### config.mk
export PLATFORM = sky130hd
export DESIGN_NAME = cache_control
export DESIGN_NICKNAME = d
export VERILOG_FILES = /design/src/rtl/cache_control_pkg.sv /design/src/rtl/cache_control_sat_counter.sv /design/src/rtl/cache_control.sv
export SDC_FILE = /design/constraint.sdc
export NUM_CORES = 1
export LEC_CHECK = 0
export CAP_MARGIN = 20
export CORE_UTILIZATION = 31
export DETAILED_ROUTE_END_ITERATION = 10
export PLACE_DENSITY = 0.63
export SLEW_MARGIN = 5
export SYNTH_ARGS = -nofsm -noshare
export SYNTH_HDL_FRONTEND = slang
export SYNTH_SLANG_ARGS = --single-unit
### constraint.sdc
create_clock -name clk -period 4.8 [get_ports clk]
set_input_delay 1.2 -clock clk [delete_from_list [all_inputs] [get_ports clk]]
set_output_delay 1.2 -clock clk [all_outputs]
set_load 0.02 [all_outputs]
### src/rtl/cache_control_pkg.sv
// Shared types for the L1 cache controller: datapath mux selects and FSM state encoding.
package lc3b_ctypes;

  typedef enum logic {
    CACHE_IN_PMEM = 1'b0,
    CACHE_IN_CPU  = 1'b1
  } lc3b_cache_inmux_sel;

  // Encoding follows the datapath mux: 1 routes way 0, 0 routes way 1.
  typedef enum logic {
    HITMUX_WAY1 = 1'b0,
    HITMUX_WAY0 = 1'b1
  } lc3b_cache_hitmux_sel;

  typedef enum logic {
    ADDR_CPU = 1'b0,
    ADDR_WB  = 1'b1
  } lc3b_cache_addrmux_sel;

  typedef enum logic [1:0] {
    S_IDLE      = 2'd0,
    S_WRITEBACK = 2'd1,
    S_FILL      = 2'd2
  } lc3b_cache_state_t;

  function automatic lc3b_cache_hitmux_sel way_to_hitmux(input logic way);
    return way ? HITMUX_WAY1 : HITMUX_WAY0;
  endfunction

endpackage

### src/rtl/cache_control_sat_counter.sv
// Saturating up-counter with synchronous clear; holds at all-ones once reached.
module sat_counter #(
  parameter int unsigned Width = 16
) (
  input  logic             clk,
  input  logic             rst,
  input  logic             inc,
  output logic [Width-1:0] count
);

  always_ff @(posedge clk) begin
    if (rst) begin
      count <= '0;
    end else if (inc && (count != {Width{1'b1}})) begin
      count <= count + 1'b1;
    end
  end

endmodule

### src/rtl/cache_control.sv
// Control FSM for the 2-way set-associative write-back L1 cache: hit/miss decision,
// LRU victim selection, writeback/fill sequencing and all datapath write enables.
module cache_control
  import lc3b_ctypes::*;
#(
  parameter int unsigned CNT_WIDTH = 16
) (
  input  logic                  clk,
  input  logic                  rst,
  input  logic                  mem_read,
  input  logic                  mem_write,
  output logic                  mem_resp,
  input  logic                  hit0,
  input  logic                  hit1,
  input  logic                  valid_out0,
  input  logic                  valid_out1,
  input  logic                  dirty_out0,
  input  logic                  dirty_out1,
  input  logic                  lru_out,
  output logic                  data0_write,
  output logic                  data1_write,
  output logic                  tag0_write,
  output logic                  tag1_write,
  output logic                  dirty0_write,
  output logic                  dirty1_write,
  output logic                  valid0_write,
  output logic                  valid1_write,
  output logic                  lru_write,
  output logic                  dirty_bit,
  output logic                  valid_bit,
  output logic                  lru_bit,
  output lc3b_cache_inmux_sel   inmux_sel,
  output lc3b_cache_hitmux_sel  hitmux_sel,
  output lc3b_cache_addrmux_sel addrmux_sel,
  output logic                  pmem_read,
  output logic                  pmem_write,
  input  logic                  pmem_resp,
  output logic [CNT_WIDTH-1:0]  hit_count,
  output logic [CNT_WIDTH-1:0]  miss_count
);

  lc3b_cache_state_t state_q, state_d;
  logic fill_done_q, fill_done_d;
  logic hit_inc, miss_inc;

  logic way0_hit, way1_hit, any_hit, hit_way, req;
  logic victim, victim_dirty;

  assign way0_hit     = hit0 & valid_out0;
  assign way1_hit     = hit1 & valid_out1;
  assign any_hit      = way0_hit | way1_hit;
  assign hit_way      = ~way0_hit;  // way 0 wins a double hit
  assign req          = mem_read | mem_write;
  assign victim       = lru_out;
  assign victim_dirty = victim ? (valid_out1 & dirty_out1) : (valid_out0 & dirty_out0);

  always_comb begin
    state_d      = state_q;
    fill_done_d  = 1'b0;
    hit_inc      = 1'b0;
    miss_inc     = 1'b0;
    mem_resp     = 1'b0;
    data0_write  = 1'b0;
    data1_write  = 1'b0;
    tag0_write   = 1'b0;
    tag1_write   = 1'b0;
    dirty0_write = 1'b0;
    dirty1_write = 1'b0;
    valid0_write = 1'b0;
    valid1_write = 1'b0;
    lru_write    = 1'b0;
    dirty_bit    = 1'b0;
    valid_bit    = 1'b0;
    lru_bit      = 1'b0;
    inmux_sel    = CACHE_IN_PMEM;
    hitmux_sel   = way_to_hitmux(hit_way);
    addrmux_sel  = ADDR_CPU;
    pmem_read    = 1'b0;
    pmem_write   = 1'b0;

    if (!rst) begin
      unique case (state_q)
        S_IDLE: begin
          if (req && any_hit) begin
            mem_resp  = 1'b1;
            lru_write = 1'b1;
            lru_bit   = ~hit_way;
            // The re-compare after a fill completes a miss, so it is not a hit.
            hit_inc   = ~fill_done_q;
            if (mem_write) begin
              inmux_sel    = CACHE_IN_CPU;
              dirty_bit    = 1'b1;
              data0_write  = ~hit_way;
              data1_write  = hit_way;
              dirty0_write = ~hit_way;
              dirty1_write = hit_way;
            end
          end else if (req) begin
            miss_inc = 1'b1;
            state_d  = victim_dirty ? S_WRITEBACK : S_FILL;
          end
        end
        S_WRITEBACK: begin
          pmem_write  = 1'b1;
          addrmux_sel = ADDR_WB;
          hitmux_sel  = way_to_hitmux(victim);
          if (pmem_resp) state_d = S_FILL;
        end
        S_FILL: begin
          pmem_read = 1'b1;
          if (pmem_resp) begin
            valid_bit    = 1'b1;
            data0_write  = ~victim;
            data1_write  = victim;
            tag0_write   = ~victim;
            tag1_write   = victim;
            valid0_write = ~victim;
            valid1_write = victim;
            dirty0_write = ~victim;
            dirty1_write = victim;
            fill_done_d  = 1'b1;
            state_d      = S_IDLE;
          end
        end
        default: state_d = S_IDLE;
      endcase
    end
  end

  always_ff @(posedge clk) begin
    if (rst) begin
      state_q     <= S_IDLE;
      fill_done_q <= 1'b0;
    end else begin
      state_q     <= state_d;
      fill_done_q <= fill_done_d;
    end
  end

  sat_counter #(
    .Width(CNT_WIDTH)
  ) u_hit_counter (
    .clk  (clk),
    .rst  (rst),
    .inc  (hit_inc),
    .count(hit_count)
  );

  sat_counter #(
    .Width(CNT_WIDTH)
  ) u_miss_counter (
    .clk  (clk),
    .rst  (rst),
    .inc  (miss_inc),
    .count(miss_count)
  );

endmodule
==> out/qor.txt, run 1 <==
PLACED DESIGN
------------------------------------------------------------------------------------------
# placed instances                                                                     348
GP Congestion                                                                       0.7702
# port buffers                                                                          61
Pre-CTS WS                                                                        535.7 ps
HPWL after detailed placement                                                      3577 um
Post-DP Area                                                                  0.002530 mm^2

MIN PATH
------------------------------------------------------------------------------------------
Path type of the worst min-delay path                                         flop to flop
Start point of the worst hold path                                            u_hit_counter.count[15]

LAYOUT
------------------------------------------------------------------------------------------
Number of nets in the layout                                                           295
Antenna diodes                                                                           0
Layout cell share with drive strength beyond 1                                     0.07143
Non-filler instance count after layout                                                 355
Non-Filler Cell Area, Final                                                   0.002610 mm^2
Final design utilization                                                            0.4408
Area Growth Syn to Fin                                                              36.61%

POWER
------------------------------------------------------------------------------------------
Static power due to leakage                                                      0.7938 nW
Pwr Density                                                                   218.2 mW/mm^2
Worst ir drop on vdd                                                            0.09467 mV
Total design power                                                               0.5696 mW

DIE
------------------------------------------------------------------------------------------
Floorplan die area                                                            0.006481 mm^2
Die extent in y                                                                   80.51 um
Initial Util                                                                        0.3227
Top-Level Pins                                                                          62
Chip Width                                                                        80.51 um
Core footprint                                                                0.005921 mm^2
Number of cell rows                                                                     28

LOGIC SYNTHESIS
------------------------------------------------------------------------------------------
Synth Net Count                                                                        241
Synth top area share                                                                0.3667
Top cell types by occurrence after synthesis                                  nor2_1 (37), dfxtp_1 (35), xnor2_1 (15), nand3_1 (14)
Most area-hungry cell type in the Yosys netlist                                    dfxtp_1
Synth async-reset ratio                                                                  0
Number of enable-type register cells in the synthesized netlist                          0
Top cells by area, synth                                                      dfxtp_1 (37%), nor2_1 (7.3%), xnor2_1 (6.9%), nand3_1 (3.7%), nand4_1 (3.6%)
Combined area of all synthesized cells                                        0.001911 mm^2
Most common cell in the synthesized netlist                                         nor2_1
Top flip-flop cell by instance count after synthesis                               dfxtp_1
Cell count after synthesis                                                             227
Sequential element share of the synthesized area                                    0.3667
Synth Register Bits                                                                     35
Yosys Warn Count                                                                         0
Avg Cell Area, Syn                                                              8.417 um^2
Unique masters post-synth                                                               42

DETAILED ROUTING
------------------------------------------------------------------------------------------
DRC violation count after routing                                                        0
Via density                                                                          5.299
Number of vias after detailed routing                                                 1881
First-pass iteration count of the detailed router                                        4
Total wire length after detailed routing                                           4921 um
DRC violation total after the first TritonRoute iteration                              118
Post-DRT Antenna Nets                                                                    0
Average detailed-routed wire length per instance                                  13.86 um

WORST SETUP PATH
------------------------------------------------------------------------------------------
CP max-delay cell                                                             clkdlybuf4s50_1
Beginning of the critical path                                                  valid_out0
Delay contributed by the slowest stage of the critical path                         670 ps
CP Max Fanout                                                                            6
Kind of critical path                                                         input port to output port
Cell chain of the critical path                                               clkdlybuf4s50_1 -> a22o_1 -> nand4_1 -> a211oi_1 -> clkdlybuf4s50_1
Arrival time of the worst setup path                                               3050 ps
Critical Path Sink Type                                                        output port
Sum of buffers and inverters on the critical path                                        2
CP Data Required Time                                                              3600 ps
Critical path's top delay family                                              buffers and inverters
Startpoint type of the worst setup path                                         input port
Worst R2R Start                                                               u_miss_counter.count[0]
Most Frequent Cell on Critical Path                                           clkdlybuf4s50_1

CTS
------------------------------------------------------------------------------------------
TritonCTS clock tree                                                                  done
Buffers inserted by post-CTS timing repair                                               0
Resize count post-CTS                                                                    0
Clock latency at the later pin of the worst-skew pair                               280 ps
Clock tree root buffer cell                                                       clkbuf_8
Clock sink count                                                                        35
CTS max path bufs                                                                        2
H-tree Lvls                                                                              2
Number of hold buffers added after CTS                                                   0
Clock edge transition at the registers on the reported setup and hold paths          60 ps
Number of buffers created by CTS                                                         5

STA
------------------------------------------------------------------------------------------
Number of hold violations in the final report                                            0
Max-slew headroom at the worst pin                                                  0.4051
Setup Total Neg Slack                                                                 0 ps
Max Clk Rate                                                                    0.2351 GHz
Worst hold margin                                                                 517.0 ps
Layout Skew                                                                       7.784 ps
Shortest period the worst path allows                                              4253 ps
Min setup slack post-route                                                        547.3 ps
Measured slew at the worst slew-check pin                                         885.6 ps
Final period utilization                                                            0.8860
Max-slew violation count                                                                 0
Final-report setup violation count                                                       0
Setup repair after global routing missed its margin                                  false

GLOBAL ROUTING
------------------------------------------------------------------------------------------
Vias in the first global route                                                        1717
Maximum number of pins on one net before global-route repair                            23
Global-route wire length before repair                                             8086 um
Antenna violations before repair                                                         0
Remaining Overflow, GRT                                                                  0
Total Routing Usage GR                                                              0.1584

RUN STATUS
------------------------------------------------------------------------------------------
Status                                                                        complete, no violations

JOB
------------------------------------------------------------------------------------------
Number of max-cap violations                                                             0

-- worst reg2reg max path: cells and delay by family (launching register included) --
family / cells / cell delay, ps
and+or+nand+nor: 3 / 940
adders and majority gates: 1 / 220
AOI/OAI and AO/OA: 2 / 270
DFF: 1 / 460
buffers and inverters: 1 / 310
-- worst paths after layout --
| path | depth (start not counted) | end | slack, ps |
|---|---|---|---|
| max reg2reg | 7 | u_miss_counter.count[8] | 2440 |
| min reg2reg | 2 | u_hit_counter.count[15] | 520 |
| max | 5 | dirty1_write | 550 |
| min | 2 | u_hit_counter.count[15] | 520 |
-- cell type report --
| class | count | area, um^2 |
|---|---|---|
| Sequential cell | 35 | 700.7 |
| Tap cell | 75 | 93.84 |
| Timing Repair Buffer | 64 | 633.1 |
| Clock buffer | 6 | 72.57 |
| Multi-Input combinational cell | 173 | 1102 |
| Fill cell | 600 | 3311 |
| Inverter | 2 | 7.507 |
-- power breakdown --
part	switching, mW	internal, mW	total (mW)
clock	0.0950	0.0967	0.192
sequential	0.00603	0.294	0.300
combinational	0.0430	0.0347	0.0777
total	0.144	0.426	0.570
-- flip-flops by register name, indices dropped and copies added (netlist names) --
| signal | cells |
|---|---|
| state_q | 2 |
| fill_done_q | 1 |
| u_hit_counter.count | 16 |
| u_miss_counter.count | 16 |
-- metal layers --
layer | wire length, um | GRT usage
met1 | 2319 | 0.2037
met2 | 2200 | 0.2619
met3 | 367 | 0.03750
met4 | 34 | 0.04286
met5 | 0 | 0
-- layout by cell type (no fill, tap or decap), types with 2 or more instances in the layout --
cell type / netlist / routed
a211oi_1: 4 / 4
a21oi_1: 4 / 4
a311oi_1: 4 / 4
a31oi_1: 2 / 2
and2_1: 2 / 2
and3_1: 5 / 5
and4_1: 2 / 2
buf_4: 7 / 2
clkbuf_8: 0 / 5
clkdlybuf4s50_1: 0 / 61
dfxtp_1: 35 / 35
ha_1: 2 / 2
inv_1: 2 / 2
mux2i_1: 2 / 2
nand2_1: 12 / 12
nand3_1: 14 / 14
nand4_1: 11 / 11
nor2_1: 37 / 37
nor2b_1: 2 / 2
nor3_1: 12 / 12
nor3b_1: 3 / 3
nor4_1: 7 / 7
nor4_2: 4 / 4
o211ai_1: 2 / 2
o21ai_0: 2 / 2
o31ai_1: 2 / 2
or3_1: 3 / 3
or4_4: 2 / 2
xnor2_1: 15 / 15
xor2_1: 7 / 7
-- logic make-up after synthesis --
family / Yosys count / synth area share
compound gates: 27 / 0.1100
fa+ha+maj: 2 / 0.01310
mux: 3 / 0.01637
simple gates: 119 / 0.3333
flops: 35 / 0.3667
xor+xnor: 22 / 0.1009
buf+inv: 19 / 0.05959
Power figures use the tool's default switching activity.
==> run 2: changes to the inputs <==
--- a/config.mk
+++ b/config.mk
@@ -5,9 +5,10 @@
 export SDC_FILE = /design/constraint.sdc
 export NUM_CORES = 1
 export LEC_CHECK = 0
-export CAP_MARGIN = 20
+export CAP_MARGIN = 15
 export CORE_UTILIZATION = 31
 export DETAILED_ROUTE_END_ITERATION = 10
+export MAX_ROUTING_LAYER = met4
 export PLACE_DENSITY = 0.63
 export SLEW_MARGIN = 5
 export SYNTH_ARGS = -nofsm -noshare
==> run 2 against run 1 <==
  * Total power about the same
  * Global-route usage increased by 0.45 points
  * Critical endpoint unchanged
  * Fmax about the same
  * Die area unchanged
  * Largest cell class unchanged
  * Flip-flop and latch count unchanged
  * Non-clock buffer count unchanged
  * Clock skew decreased by 0.54 ps
  * Largest power group unchanged
  * Cell area unchanged
  * Critical path depth unchanged
==> out/qor.txt, run 2 (synthesis gave the netlist of run 1 again) <==
LAYOUT
------------------------------------------------------------------------------------------
Registers with the highest flip-flop counts                                   u_hit_counter.count x16, u_miss_counter.count x16, state_q x2
Number of nets in the layout                                                           295   unchanged
Antenna diodes                                                                           0   unchanged
Commonest non-fill, non-tap cells in the layout                               clkdlybuf4s50_1 (61), nor2_1 (37), dfxtp_1 (35)
Area Growth Syn to Fin                                                              36.61%   unchanged
Most common library cell in the layout ignoring fill and taps                 clkdlybuf4s50_1
Filler instances                                                                       600   unchanged
Layout cell share with drive strength beyond 1                                     0.07143   unchanged

STA
------------------------------------------------------------------------------------------
Setup repair after global routing missed its margin                                  false
Final-report setup violation count                                                       0   unchanged
Shortest period the worst path allows                                              4253 ps   -0.02000 ps
Measured slew at the worst slew-check pin                                         878.7 ps   -6.871 ps
Max-slew violation count                                                                 0   unchanged
Max Clk Rate                                                                    0.2351 GHz   about the same
Setup Total Neg Slack                                                                 0 ps   unchanged
Number of hold violations in the final report                                            0   unchanged
Layout Skew                                                                       7.244 ps   -0.5397 ps
Max-slew headroom at the worst pin                                                  0.4097   +0.004616
Final period utilization                                                            0.8860   about the same

WORST SETUP PATH
------------------------------------------------------------------------------------------
Worst R2R Setup Slack                                                              2450 ps   about the same
Worst R2R Start                                                               u_miss_counter.count[0]
CP max-delay cell                                                             clkdlybuf4s50_1
Critical Path Sink Type                                                        output port
Sum of buffers and inverters on the critical path                                        2   unchanged
Beginning of the critical path                                                  valid_out0
Last element of the critical path                                             dirty1_write
CP Max Fanout                                                                            6   unchanged
Most Frequent Cell on Critical Path                                           clkdlybuf4s50_1
Delay contributed by the slowest stage of the critical path                         670 ps   about the same
Arrival time of the worst setup path                                               3050 ps   about the same
Endpoint of the lowest-slack register-to-register path                        u_miss_counter.count[8]
Critical path's top delay family                                              buffers and inverters
Startpoint type of the worst setup path                                         input port
R2r worst-path depth                                                                     7   unchanged
Cell chain of the critical path                                               clkdlybuf4s50_1 -> a22o_1 -> nand4_1 -> a211oi_1 -> clkdlybuf4s50_1
Kind of critical path                                                         input port to output port
CP Data Required Time                                                              3600 ps   about the same
Number of logic stages on the critical path including buffering                          5   unchanged

CTS
------------------------------------------------------------------------------------------
H-tree Lvls                                                                              2   unchanged
TritonCTS clock tree                                                                  done
Number of hold buffers added after CTS                                                   0   unchanged
Resize count post-CTS                                                                    0   unchanged
Number of buffers created by CTS                                                         5   unchanged
Clock sink count                                                                        35   unchanged
Clock latency at the later pin of the worst-skew pair                               280 ps   about the same
Clock tree root buffer cell                                                       clkbuf_8
Clock edge transition at the registers on the reported setup and hold paths          60 ps   about the same
Buffers inserted by post-CTS timing repair                                               0   unchanged
CTS max path bufs                                                                        2   unchanged

DIE
------------------------------------------------------------------------------------------
Core footprint                                                                0.005921 mm^2   unchanged
Floorplan die area                                                            0.006481 mm^2   unchanged
Initial Util                                                                        0.3227   unchanged
Die extent in y                                                                   80.51 um   unchanged
Chip Width                                                                        80.51 um   unchanged
Top-Level Pins                                                                          62   unchanged
Number of cell rows                                                                     28   unchanged

DETAILED ROUTING
------------------------------------------------------------------------------------------
Post-DRT Antenna Nets                                                                    0   unchanged
Average detailed-routed wire length per instance                                  13.86 um   about the same
Number of vias after detailed routing                                                 1890   +0.48%
DRC violation total after the first TritonRoute iteration                              115   -2.5%
Total wire length after detailed routing                                           4920 um   about the same
First-pass iteration count of the detailed router                                        4   unchanged
DRC violation count after routing                                                        0   unchanged
Via density                                                                          5.324   +0.48%

GLOBAL ROUTING
------------------------------------------------------------------------------------------
Antenna violations before repair                                                         0   unchanged
Global-route wire length before repair                                             8093 um   about the same
Vias in the first global route                                                        1715   -0.12%
Maximum number of pins on one net before global-route repair                            23   unchanged
Total Routing Usage GR                                                              0.1629   +0.004511
Remaining Overflow, GRT                                                                  0   unchanged

MIN PATH
------------------------------------------------------------------------------------------
Path type of the worst min-delay path                                         flop to flop

RUN STATUS
------------------------------------------------------------------------------------------
Status                                                                        complete, no violations

PLACED DESIGN
------------------------------------------------------------------------------------------
GP Congestion                                                                       0.7805   +1.3%
HPWL after detailed placement                                                      3577 um   unchanged
# port buffers                                                                          61   unchanged

JOB
------------------------------------------------------------------------------------------
Number of max-cap violations                                                             0   unchanged

POWER
------------------------------------------------------------------------------------------
Static power due to leakage                                                      0.7938 nW   unchanged
Total design power                                                               0.5695 mW   about the same
Pwr Density                                                                   218.2 mW/mm^2   about the same
Worst ir drop on vdd                                                            0.09460 mV   about the same

run 2: cell counts in the layout (fill, tap and decap cells not counted):
No cell type changed its count.
run 2: worst register-to-register path, cell delays in order, from the launching register on:
cell and delay, ps:
dfxtp_1 460, ha_1 220, and4_1 360, nor4b_2 480
clkbuf_4 310, nor2_1 100, a31oi_1 200, a311oi_1 70
run 2: power breakdown:
group          internal [mW]  total, mW  leakage, nW  switching (mW)
Clock                 0.0967      0.192       0.0371          0.0951
Combinational         0.0347     0.0776        0.474          0.0429
Sequential             0.294      0.300        0.282         0.00596
run 2: worst min path at each step:
stage                                  startpoint                       to  depth (start not counted)
final                     u_hit_counter.count[15]  u_hit_counter.count[15]                          2
after global routing      u_hit_counter.count[15]  u_hit_counter.count[15]                          2
after CTS                 u_hit_counter.count[15]  u_hit_counter.count[15]                          2
after detailed placement  u_hit_counter.count[15]  u_hit_counter.count[15]                          2
after global placement    u_hit_counter.count[15]  u_hit_counter.count[15]                          2
after floorplan                        state_q[1]               state_q[0]                          1
run 2: metrics by stage:
step                utilization  cell area (um^2)  cells  hold slack, ps  setup WS (ps)
finish                   0.4408              2610    355           515.2          547.4
global route             0.4408              2610    355           546.9          403.0
CTS                      0.4396              2603    354           518.0          530.6
detailed placement       0.4273              2530    348           506.9          535.7
global placement         0.4273              2530    348           500.2          547.1
floorplan                     -              1911    227           493.7           1027
run 2: layout make-up:
| class | count | area [um^2] | area share |
|---|---|---|---|
| tap | 75 | 93.84 | 0.03595 |
| timing repair buffer | 64 | 633.1 | 0.2426 |
| clock buffer | 6 | 72.57 | 0.02780 |
| multi-input combinational | 173 | 1102 | 0.4223 |
| sequential | 35 | 700.7 | 0.2685 |
| inverter | 2 | 7.507 | 0.002876 |
run 2: routing by layer:
layer  up-vias  part of all wire  routed length, um  global-route usage
met5         -                 0                  0                   -
met4         0            0.0069                 34             0.04286
met3         2             0.068                335             0.03523
met2        64              0.45               2205              0.2619
met1       894              0.48               2344              0.2057
li1        930                 -                  -                   -
